### src/rtl/seq_divider_pkg.sv
// Shared definitions for the sequential divider: FSM encodings and the CPU-wide default width.
package seq_divider_pkg;

  localparam int BW_DEFAULT = 16;

  localparam logic [1:0] ST_IDLE = 2'd0;
  localparam logic [1:0] ST_RUN  = 2'd1;
  localparam logic [1:0] ST_DONE = 2'd2;

endpackage

### src/rtl/seq_divider_if.sv
// Request/result bundle between the control unit (master) and the divider (slave).
interface seq_divider_if #(
  parameter int BW = 16
);
  logic          start;
  logic [BW-1:0] dividend;
  logic [BW-1:0] divisor;
  logic          busy;
  logic          done;
  logic [BW-1:0] quotient;
  logic [BW-1:0] remainder;
  logic          div_zero;

  modport master (
    output start, dividend, divisor,
    input  busy, done, quotient, remainder, div_zero
  );

  modport slave (
    input  start, dividend, divisor,
    output busy, done, quotient, remainder, div_zero
  );
endinterface

### src/rtl/seq_divider_rca.sv
// Ripple-carry adder shared with the ALU path; carry-out and signed overflow flags.
module seq_divider_rca #(
  parameter int W = 17
) (
  input  logic [W-1:0] x,
  input  logic [W-1:0] y,
  input  logic         ci,
  output logic [W-1:0] s,
  output logic         cout_F,
  output logic         ov
);

  logic carry;
  logic carry_msb;

  always_comb begin
    carry     = ci;
    carry_msb = ci;
    s         = '0;
    for (int i = 0; i < W; i++) begin
      if (i == W - 1) carry_msb = carry;
      s[i]  = x[i] ^ y[i] ^ carry;
      carry = (x[i] & y[i]) | (carry & (x[i] ^ y[i]));
    end
    cout_F = carry;
    ov     = carry ^ carry_msb;
  end

endmodule

### src/rtl/seq_divider.sv
// Multi-cycle unsigned restoring divider: one quotient bit per clock, results held until the next op.
module seq_divider
  import seq_divider_pkg::*;
#(
  parameter int BW = BW_DEFAULT
) (
  input  logic         clk,
  input  logic         rst_n,
  seq_divider_if.slave bus
);

  localparam int CW = $clog2(BW);

  logic [1:0]    state;
  logic [CW-1:0] count;
  logic [BW-1:0] d;
  logic [BW-1:0] q;
  logic [BW-1:0] r;
  logic [BW:0]   rs;
  logic [BW:0]   d_inv;
  logic [BW:0]   trial;
  logic          no_borrow;
  logic          ov_unused;
  logic          trial_msb_unused;
  logic [BW-1:0] r_next;
  logic [BW-1:0] q_next;
  logic          accept;
  logic          last_iter;

  // Trial subtract rs - d as rs + ~d + 1; carry-out set means no borrow.
  assign rs    = {r, q[BW-1]};
  assign d_inv = ~{1'b0, d};

  seq_divider_rca #(.W(BW + 1)) u_rca (
    .x      (rs),
    .y      (d_inv),
    .ci     (1'b1),
    .s      (trial),
    .cout_F (no_borrow),
    .ov     (ov_unused)
  );

  // A kept difference is below d, so its top bit is always zero; likewise a restored rs.
  assign trial_msb_unused = trial[BW];
  assign r_next    = no_borrow ? trial[BW-1:0] : rs[BW-1:0];
  assign q_next    = {q[BW-2:0], no_borrow};
  assign accept    = bus.start && (state != ST_RUN);
  assign last_iter = (count == CW'(BW - 1));

  assign bus.busy = (state == ST_RUN);
  assign bus.done = (state == ST_DONE);

  always_ff @(posedge clk or negedge rst_n) begin
    if (!rst_n) begin
      state         <= ST_IDLE;
      count         <= '0;
      d             <= '0;
      q             <= '0;
      r             <= '0;
      bus.quotient  <= '0;
      bus.remainder <= '0;
      bus.div_zero  <= 1'b0;
    end else if (accept) begin
      d     <= bus.divisor;
      q     <= bus.dividend;
      r     <= '0;
      count <= '0;
      if (bus.divisor == '0) begin
        state         <= ST_DONE;
        bus.quotient  <= '1;
        bus.remainder <= bus.dividend;
        bus.div_zero  <= 1'b1;
      end else begin
        state <= ST_RUN;
      end
    end else begin
      case (state)
        ST_RUN: begin
          r     <= r_next;
          q     <= q_next;
          count <= count + CW'(1);
          if (last_iter) begin
            state         <= ST_DONE;
            bus.quotient  <= q_next;
            bus.remainder <= r_next;
            bus.div_zero  <= 1'b0;
          end
        end
        default: state <= ST_IDLE;
      endcase
    end
  end

endmodule
### src/flat_wrapper.sv
// flat-port wrapper written by rule: the top's interface ports become plain ports
module seq_divider_flat import seq_divider_pkg::*;
#(
  parameter int BW = BW_DEFAULT
)
  (clk, rst_n, bus_start, bus_dividend, bus_divisor, bus_busy, bus_done, bus_quotient, bus_remainder, bus_div_zero);
  seq_divider_if #(.BW(BW)) bus_i ();
  input  logic clk;
  input  logic rst_n;
  input wire logic [$bits(bus_i.start)-1:0] bus_start;
  input wire logic [$bits(bus_i.dividend)-1:0] bus_dividend;
  input wire logic [$bits(bus_i.divisor)-1:0] bus_divisor;
  output wire logic [$bits(bus_i.busy)-1:0] bus_busy;
  output wire logic [$bits(bus_i.done)-1:0] bus_done;
  output wire logic [$bits(bus_i.quotient)-1:0] bus_quotient;
  output wire logic [$bits(bus_i.remainder)-1:0] bus_remainder;
  output wire logic [$bits(bus_i.div_zero)-1:0] bus_div_zero;
  assign bus_i.start = bus_start;
  assign bus_i.dividend = bus_dividend;
  assign bus_i.divisor = bus_divisor;
  assign bus_busy = bus_i.busy;
  assign bus_done = bus_i.done;
  assign bus_quotient = bus_i.quotient;
  assign bus_remainder = bus_i.remainder;
  assign bus_div_zero = bus_i.div_zero;
  seq_divider #(.BW(BW)) u_core (.clk(clk), .rst_n(rst_n), .bus(bus_i));
endmodule
### config.mk
export PLATFORM = sky130hd
export DESIGN_NAME = seq_divider_flat
export DESIGN_NICKNAME = d
export VERILOG_FILES = /design/src/rtl/seq_divider_pkg.sv /design/src/rtl/seq_divider_if.sv /design/src/rtl/seq_divider_rca.sv /design/src/rtl/seq_divider.sv /design/src/flat_wrapper.sv
export SDC_FILE = /design/constraint.sdc
export NUM_CORES = 1
export LEC_CHECK = 0
export CAP_MARGIN = 10
export CORE_ASPECT_RATIO = 0.75
export CORE_MARGIN = 3
export CORE_UTILIZATION = 48
export CTS_CLUSTER_SIZE = 16
export DETAILED_ROUTE_END_ITERATION = 16
export GPL_TIMING_DRIVEN = 0
export PLACE_DENSITY = 0.84
export SYNTH_ARGS = -nofsm -noshare
export SYNTH_HDL_FRONTEND = slang
export SYNTH_SLANG_ARGS = --single-unit
### constraint.sdc
create_clock -name clk -period 7.7 [get_ports clk]
set_clock_uncertainty 0.05 [all_clocks]
set_input_delay 2.31 -clock clk [delete_from_list [all_inputs] [get_ports clk]]
set_output_delay 2.31 -clock clk [all_outputs]
set_load 0.05 [all_outputs]
Yosys cells after proc, flatten, opt, wreduce, memory -nomap -nowiden
Cells that the tools add are included.

storage, ports and cells
  register bits = 87
  input bits = 35
  word-level logic and storage cells = 127

operators by class
  add/sub/neg operators = 1
  equal/unequal tests = 6
  mux-type cells = 23
  bitwise logic cells = 84
  reduce and logical (&&, ||, !) cells = 5

operator list
  cell                   number
  $mux W16               13
  $and A1 B1 Y1          33
  $xor A1 B1 Y1          32
  $not A16 Y17           1
  $or A1 B1 Y1           17
  $logic_not A16 Y1      1
  $mux W2                4
  $mux W4                2
  $add A4 B1 Y4 const B  1
  $eq A4 B4 Y1 const B   1
  $mux W1                4
  $reduce_bool A2 Y1     2
  $ne A3 B1 Y1 const B   1
  $reduce_and A3 Y1      1
  $eq A2 B1 Y1 const B   1
  $eq A2 B2 Y1 const B   1
  $ne A2 B1 Y1 const B   1
  $ne A2 B2 Y1 const B   1
  $logic_and A1 B1 Y1    1
  $not A1 Y1             1

Logic depth before layout (Yosys ltp)
Gate-level depths: netlist (run 1).

  depth in word-level cells = 39
  depth in mapped cells = 27
  mapped depth without buffers = 25

Modules after synthesis
Synthesis (run 1) repeated with hierarchy kept, for this count alone.

second synthesis, totals
  cells, all modules = 398
  area, all modules = 4202.8 µm²

by module, submodules not included
  module           instances  cells each  area each (µm²)  seq. area each (µm²)
  seq_divider      1          370         3816.2           2177.1
  seq_divider_rca  1          28          386.6            0.0

Worst setup path after synthesis (run 1)
No wires, ideal clock.

  path kind = register -> register
  from = reg u_core.q[15]
  to = reg u_core.bus.remainder[11]
  library setup time = 0.126 ns
  data arrival time = 8.050 ns
  data required time = 7.524 ns
  slack = -0.526 ns
  cell stages (with the launch flop) = 28
  cells stage by stage = dfrtp_1 > inv_1 > ha_1 > inv_1 > fa_1 > fa_1 > fa_1 > fa_1 > fa_1 > fa_1 > fa_1 > fa_1 > fa_1 > fa_1 > fa_1 > fa_1 > inv_1 > fa_1 > inv_1 > fa_1 > inv_1 > fa_1 > nor2b_1 > buf_2 > buf_2 > mux2i_1 > nor2_1 > a221o_1

between the ends
  cells in the longest elaborated chain, start to end = 38
  elaborated cells between the ends (all ways) = 40

ends and longest elaborated chain
  item                                            line                   text
  start, declared                                 seq_divider.sv:17      logic [BW-1:0] q;
  start signal, assigned                          seq_divider.sv:65      q <= bus.dividend;
  start signal, assigned                          seq_divider.sv:80      q <= q_next;
  $and A1 B1 Y1 or $xor A1 B1 Y1 (tied branches)  seq_divider_rca.sv:23  carry = (x[i] & y[i]) | (carry & (x[i] ^ y[i]));
  $or A1 B1 Y1 *                                  seq_divider_rca.sv:23
  $and A1 B1 Y1 *                                 seq_divider_rca.sv:23
  $or A1 B1 Y1 *                                  seq_divider_rca.sv:23
  $and A1 B1 Y1 *                                 seq_divider_rca.sv:23
  $or A1 B1 Y1 *                                  seq_divider_rca.sv:23
  $and A1 B1 Y1 *                                 seq_divider_rca.sv:23
  $or A1 B1 Y1 *                                  seq_divider_rca.sv:23
  (+22 left out)                                  -
  $and A1 B1 Y1                                   seq_divider_rca.sv:23
  $or A1 B1 Y1                                    seq_divider_rca.sv:23
  $and A1 B1 Y1                                   seq_divider_rca.sv:23
  $or A1 B1 Y1                                    seq_divider_rca.sv:23
  $mux W16 *                                      seq_divider.sv:45      assign r_next = no_borrow ? trial[BW-1:0] : rs[BW-1:0];
  $mux W16 *                                      seq_divider.sv:82      if (last_iter) begin
  $mux W16 *                                      seq_divider.sv:77      case (state)
  $mux W16 *                                      seq_divider.sv:63      end else if (accept) begin
  end signal, assigned                            seq_divider.sv:71      bus.remainder <= bus.dividend;
  end signal, assigned                            seq_divider.sv:85      bus.remainder <= r_next;
  end, declared                                   seq_divider_if.sv:21   output busy, done, quotient, remainder, div_zero

Mark *: on every way between the ends. The rest lies on a longest branch, timed or not. The select of a mux whose other input is x is not followed.
A chain may end at the register's enable or synchronous reset.

Final worst setup path (run 1)
  from = reg u_core.q[15]
  to = reg u_core.bus.remainder[7]

between the ends
  cells in the longest elaborated chain, start to end = 38
  elaborated cells between the ends (all ways) = 40

ends and longest elaborated chain
  item                                            line
  $and A1 B1 Y1 or $xor A1 B1 Y1 (tied branches)  seq_divider_rca.sv:23
  $or A1 B1 Y1 *                                  seq_divider_rca.sv:23
  $and A1 B1 Y1 *                                 seq_divider_rca.sv:23
  $or A1 B1 Y1 *                                  seq_divider_rca.sv:23
  $and A1 B1 Y1 *                                 seq_divider_rca.sv:23
  $or A1 B1 Y1 *                                  seq_divider_rca.sv:23
  $and A1 B1 Y1 *                                 seq_divider_rca.sv:23
  $or A1 B1 Y1 *                                  seq_divider_rca.sv:23
  (+22 left out)                                  -
  $and A1 B1 Y1                                   seq_divider_rca.sv:23
  $or A1 B1 Y1                                    seq_divider_rca.sv:23
  $and A1 B1 Y1                                   seq_divider_rca.sv:23
  $or A1 B1 Y1                                    seq_divider_rca.sv:23
  $mux W16 *                                      seq_divider.sv:45
  $mux W16 *                                      seq_divider.sv:82
  $mux W16 *                                      seq_divider.sv:77
  $mux W16 *                                      seq_divider.sv:63

Marked as above.

==> results.ini, run 1 <==
[status]
outcome = completed

[worst_setup_path]
critPathLaunchType = flip-flop
crit_required_ps = 7880
setup.worst_path.class = flip-flop to flip-flop
cp_max_fo = 4
endpoint_kind = flip-flop
worstPathArrival_ps = 7640

[clock_tree]
cts_made_buffers = 9
cts.reportedPaths.clkPinSlew_ps = 60
clk_latency_ps = 340
cts_sinks = 87
ctsLongestPathBuffers = 2
cts_tree = done
cts_max_level = 3
cts_root_buffer = clkbuf_16

[power_and_ir_drop]
power.leakage_nw = 2.29
pwr_density_cell_mw_per_mm2 = 549
vdd_drop_max_v = 0.000342

[floorplanning]
io_pins = 70
row_count = 28
dieArea_mm2 = 0.00971
core_area_mm2 = 0.00809
die_width_um = 113
initial_core_util_pct = 50.7
dieHeight_um = 86.1

[place]
dp_hpwl_um = 7450
placed_area_mm2 = 0.00498
gp_congestion = 0.854
portBuffers = 69

[cells_and_area]
final_net_count = 497
finish.utilization_pct = 67.5
diodes = 0
layout-drive-gt1-share_pct = 19.6
area_delta_synth_final_pct = 33.2
final_area_mm2 = 0.00547

[logic_synthesis]
synth_top_area_share_pct = 53.0
yosysSeqAreaShare_pct = 53.0
yosysTopAreaCell = dfrtp_1
yosysWarnings = 0
synth_cell_types = 31
syn_inst = 359
syn_nets = 411
syn_area_mm2 = 0.00410
synth_seq_cells = 87
synth.area.top_cells = dfrtp_1 (53%), fa_1 (7.3%), mux2_2 (4.9%), o21ai_0 (4.3%), o22a_1 (3.2%)
avgSynthCellArea_um2 = 11.4

[grt]
grt-ovfl-total = 0
grt_pass1_vias = 3450
grt_pass1_wl_um = 17900
antenna_found_initial = 0
track_usage_pct = 23.8
grt_max_degree = 51

[timing]
fin_crit_ps = 7460
slew_headroom_pct = 56.5
setup_tns_ps = 0
clock.fmax_ghz = 0.134
rsz0062_at_grt = false
setup_viol = 0
worst_pin_slew_ps = 652
hold_viol = 0
fin_crit_sh_pct = 96.9
finalMaxSlewViolations = 0

[job]
drv_cap = 0

[detailed_routing]
vias = 3223
drtIter0Drc = 232
routed_wl_um = 10800
drt-pass1-iter-count = 5
vias_per_cell = 5.81
drc = 0
routedWlPerCell_um = 19.4
detail-route-antenna-nets = 0

[hold_path]
hp-class = flip-flop to flip-flop

[cell usage after synthesis, drive strengths merged]
library cell / count
nor4: 4
inv: 23
a221o: 16
mux2i: 13
nand2: 21
nand3: 17
or2: 2
nand2b: 1
mux2: 18
dfrtp: 87
o21ai: 35
nand4: 2
fa: 15
and2: 16
o21a: 3
buf: 11
a21oi: 19
a2bb2oi: 1
ha: 2
nor2: 21
clkbuf: 13
o22a: 15
xor2: 1
a211oi: 1
nor2b: 2
[state kept, by name (all words and copies together) (netlist names)]
name	cells
u_core.bus.quotient	16
u_core.bus.remainder	16
u_core.d	16
u_core.q	16
u_core.r	16
u_core.count	4
u_core.state	2
u_core.bus.div_zero	1
[worst paths after layout]
kind | startpoint | endpoint | slack (ps) | cells past startpoint
setup / recovery | u_core.q[15]$_DFFE_PN0P_ | u_core.bus.remainder[7]$_DFFE_PN0P_ | 240 | 27
hold / removal | u_core.bus.quotient[8]$_DFFE_PN0P_ | u_core.bus.quotient[8]$_DFFE_PN0P_ | 440 | 1
setup reg to reg | u_core.q[15]$_DFFE_PN0P_ | u_core.bus.remainder[7]$_DFFE_PN0P_ | 240 | 27
hold reg to reg | u_core.bus.quotient[8]$_DFFE_PN0P_ | u_core.bus.quotient[8]$_DFFE_PN0P_ | 440 | 1
max in group asynchronous | rst_n | u_core.d[2]$_DFFE_PN0P_ | 5110 | 2
min in group asynchronous | rst_n | u_core.d[1]$_DFFE_PN0P_ | 1880 | 1
[kinds of logic (layout without fill, tap and decap cells)]
logic type               count (synthesis)  count (layout)  share of synthesized area (%)
AO/OA/AOI/OAI                           90              90                           14.8
multiplexers                            31              31                           8.11
flip-flops                              87              87                           53.0
XOR/XNOR                                 1               1                          0.213
adder cells (fa/ha/maj)                 17              17                           7.93
buffers and inverters                   47             138                           5.18
AND/OR/NAND/NOR                         86              86                           10.7
[critical path: stages (launching register included)]
cell and delay, ps:
dfrtp_1 400, inv_2 70, ha_1 130, inv_1 50
fa_2 350, fa_2 400, fa_2 360, fa_2 410
fa_2 390, fa_2 350, fa_2 390, fa_2 340
fa_2 350, fa_2 390, fa_2 350, fa_2 390
inv_2 70, fa_1 170, inv_1 60, fa_2 400
inv_2 80, fa_2 220, nor2b_2 150, buf_6 130
bufbuf_16 270, mux2i_4 240, nor2_1 80, a221o_1 280
[per-layer routing]
metal  track usage (%)  routed length [um]  up-vias
met4              5.46                 162        0
met3              6.14                 749       16
met1              33.0                4700     1634
met2              38.1                5180      144
met5                 0                   0        -
li1                  -                   -     1429
[layout make-up]
type | instances | area [um2]
clock buffer | 9 | 225
inverter | 23 | 86.3
buffer | 24 | 148
multi-input combinational | 225 | 1810
tap | 105 | 131
timing repair buffer | 75 | 791
fill | 576 | 2630
clock inverter | 7 | 103
sequential | 87 | 2180
[cells in the final DEF (no fill, tap or decap), types with 2 or more instances in the layout]
cell	count
a21oi_1	19
buf_4	4
ha_1	2
mux2i_1	8
fa_2	14
nand4_1	2
nor4_2	4
and2_1	16
a221o_2	6
nor2_1	21
clkdlybuf4s50_1	68
nand3_1	17
inv_6	2
o22a_1	15
buf_6	3
mux2i_4	4
mux2_2	18
o21a_1	3
buf_2	6
clkbuf_1	13
inv_2	4
dfrtp_1	87
a221o_1	10
inv_1	19
bufinv_16	2
nand2_1	20
clkbuf_16	9
o21ai_0	35
buf_12	2
[report_power, final]
part / switching [mW] / internal [mW] / leakage [nW]
sequential: 0.176 / 0.693 / 1.04
combinational: 0.910 / 0.740 / 1.08
clock: 0.194 / 0.289 / 0.162
total: 1.28 / 1.72 / 2.29
[through the flow]
step	std cells	total power, mW	setup slack, ps	hold WS (ps)
after floorplan	359	1.84	10.6	408
after global placement	533	2.21	-398	422
after detailed placement	534	2.28	-534	426
after CTS	554	2.99	26.7	441
after global routing	555	3.19	40.3	458
final	555	3.00	235	441
[timing repair]
action                     in CTS  in global routing
hold buffers                    0                  0
gates resized for setup        21                  1
setup endpoints to repair      34                 15
hold endpoints to repair        0                  0
cloned                          1                  0
pin swaps                       3                  7
buffers inserted                3                  1
Power figures use the tool's default switching activity.
==> inputs of run 2 (changes only) <==
==> constraint.sdc (replaced) <==
create_clock -name clk -period 7.7 [get_ports clk]
set_clock_uncertainty 0.05 [all_clocks]
set_input_delay 2.31 -clock clk [delete_from_list [all_inputs] [get_ports clk]]
set_output_delay 2.31 -clock clk [all_outputs]
set_load 0.01 [all_outputs]
==> results of run 2 <==
Same layout as run 1 (identical final DEF). Status: completed.
Main changes from that run: total power 3.00 mW -> 2.76 mW; worst IR drop on VDD 0.000342 V -> 0.000265 V
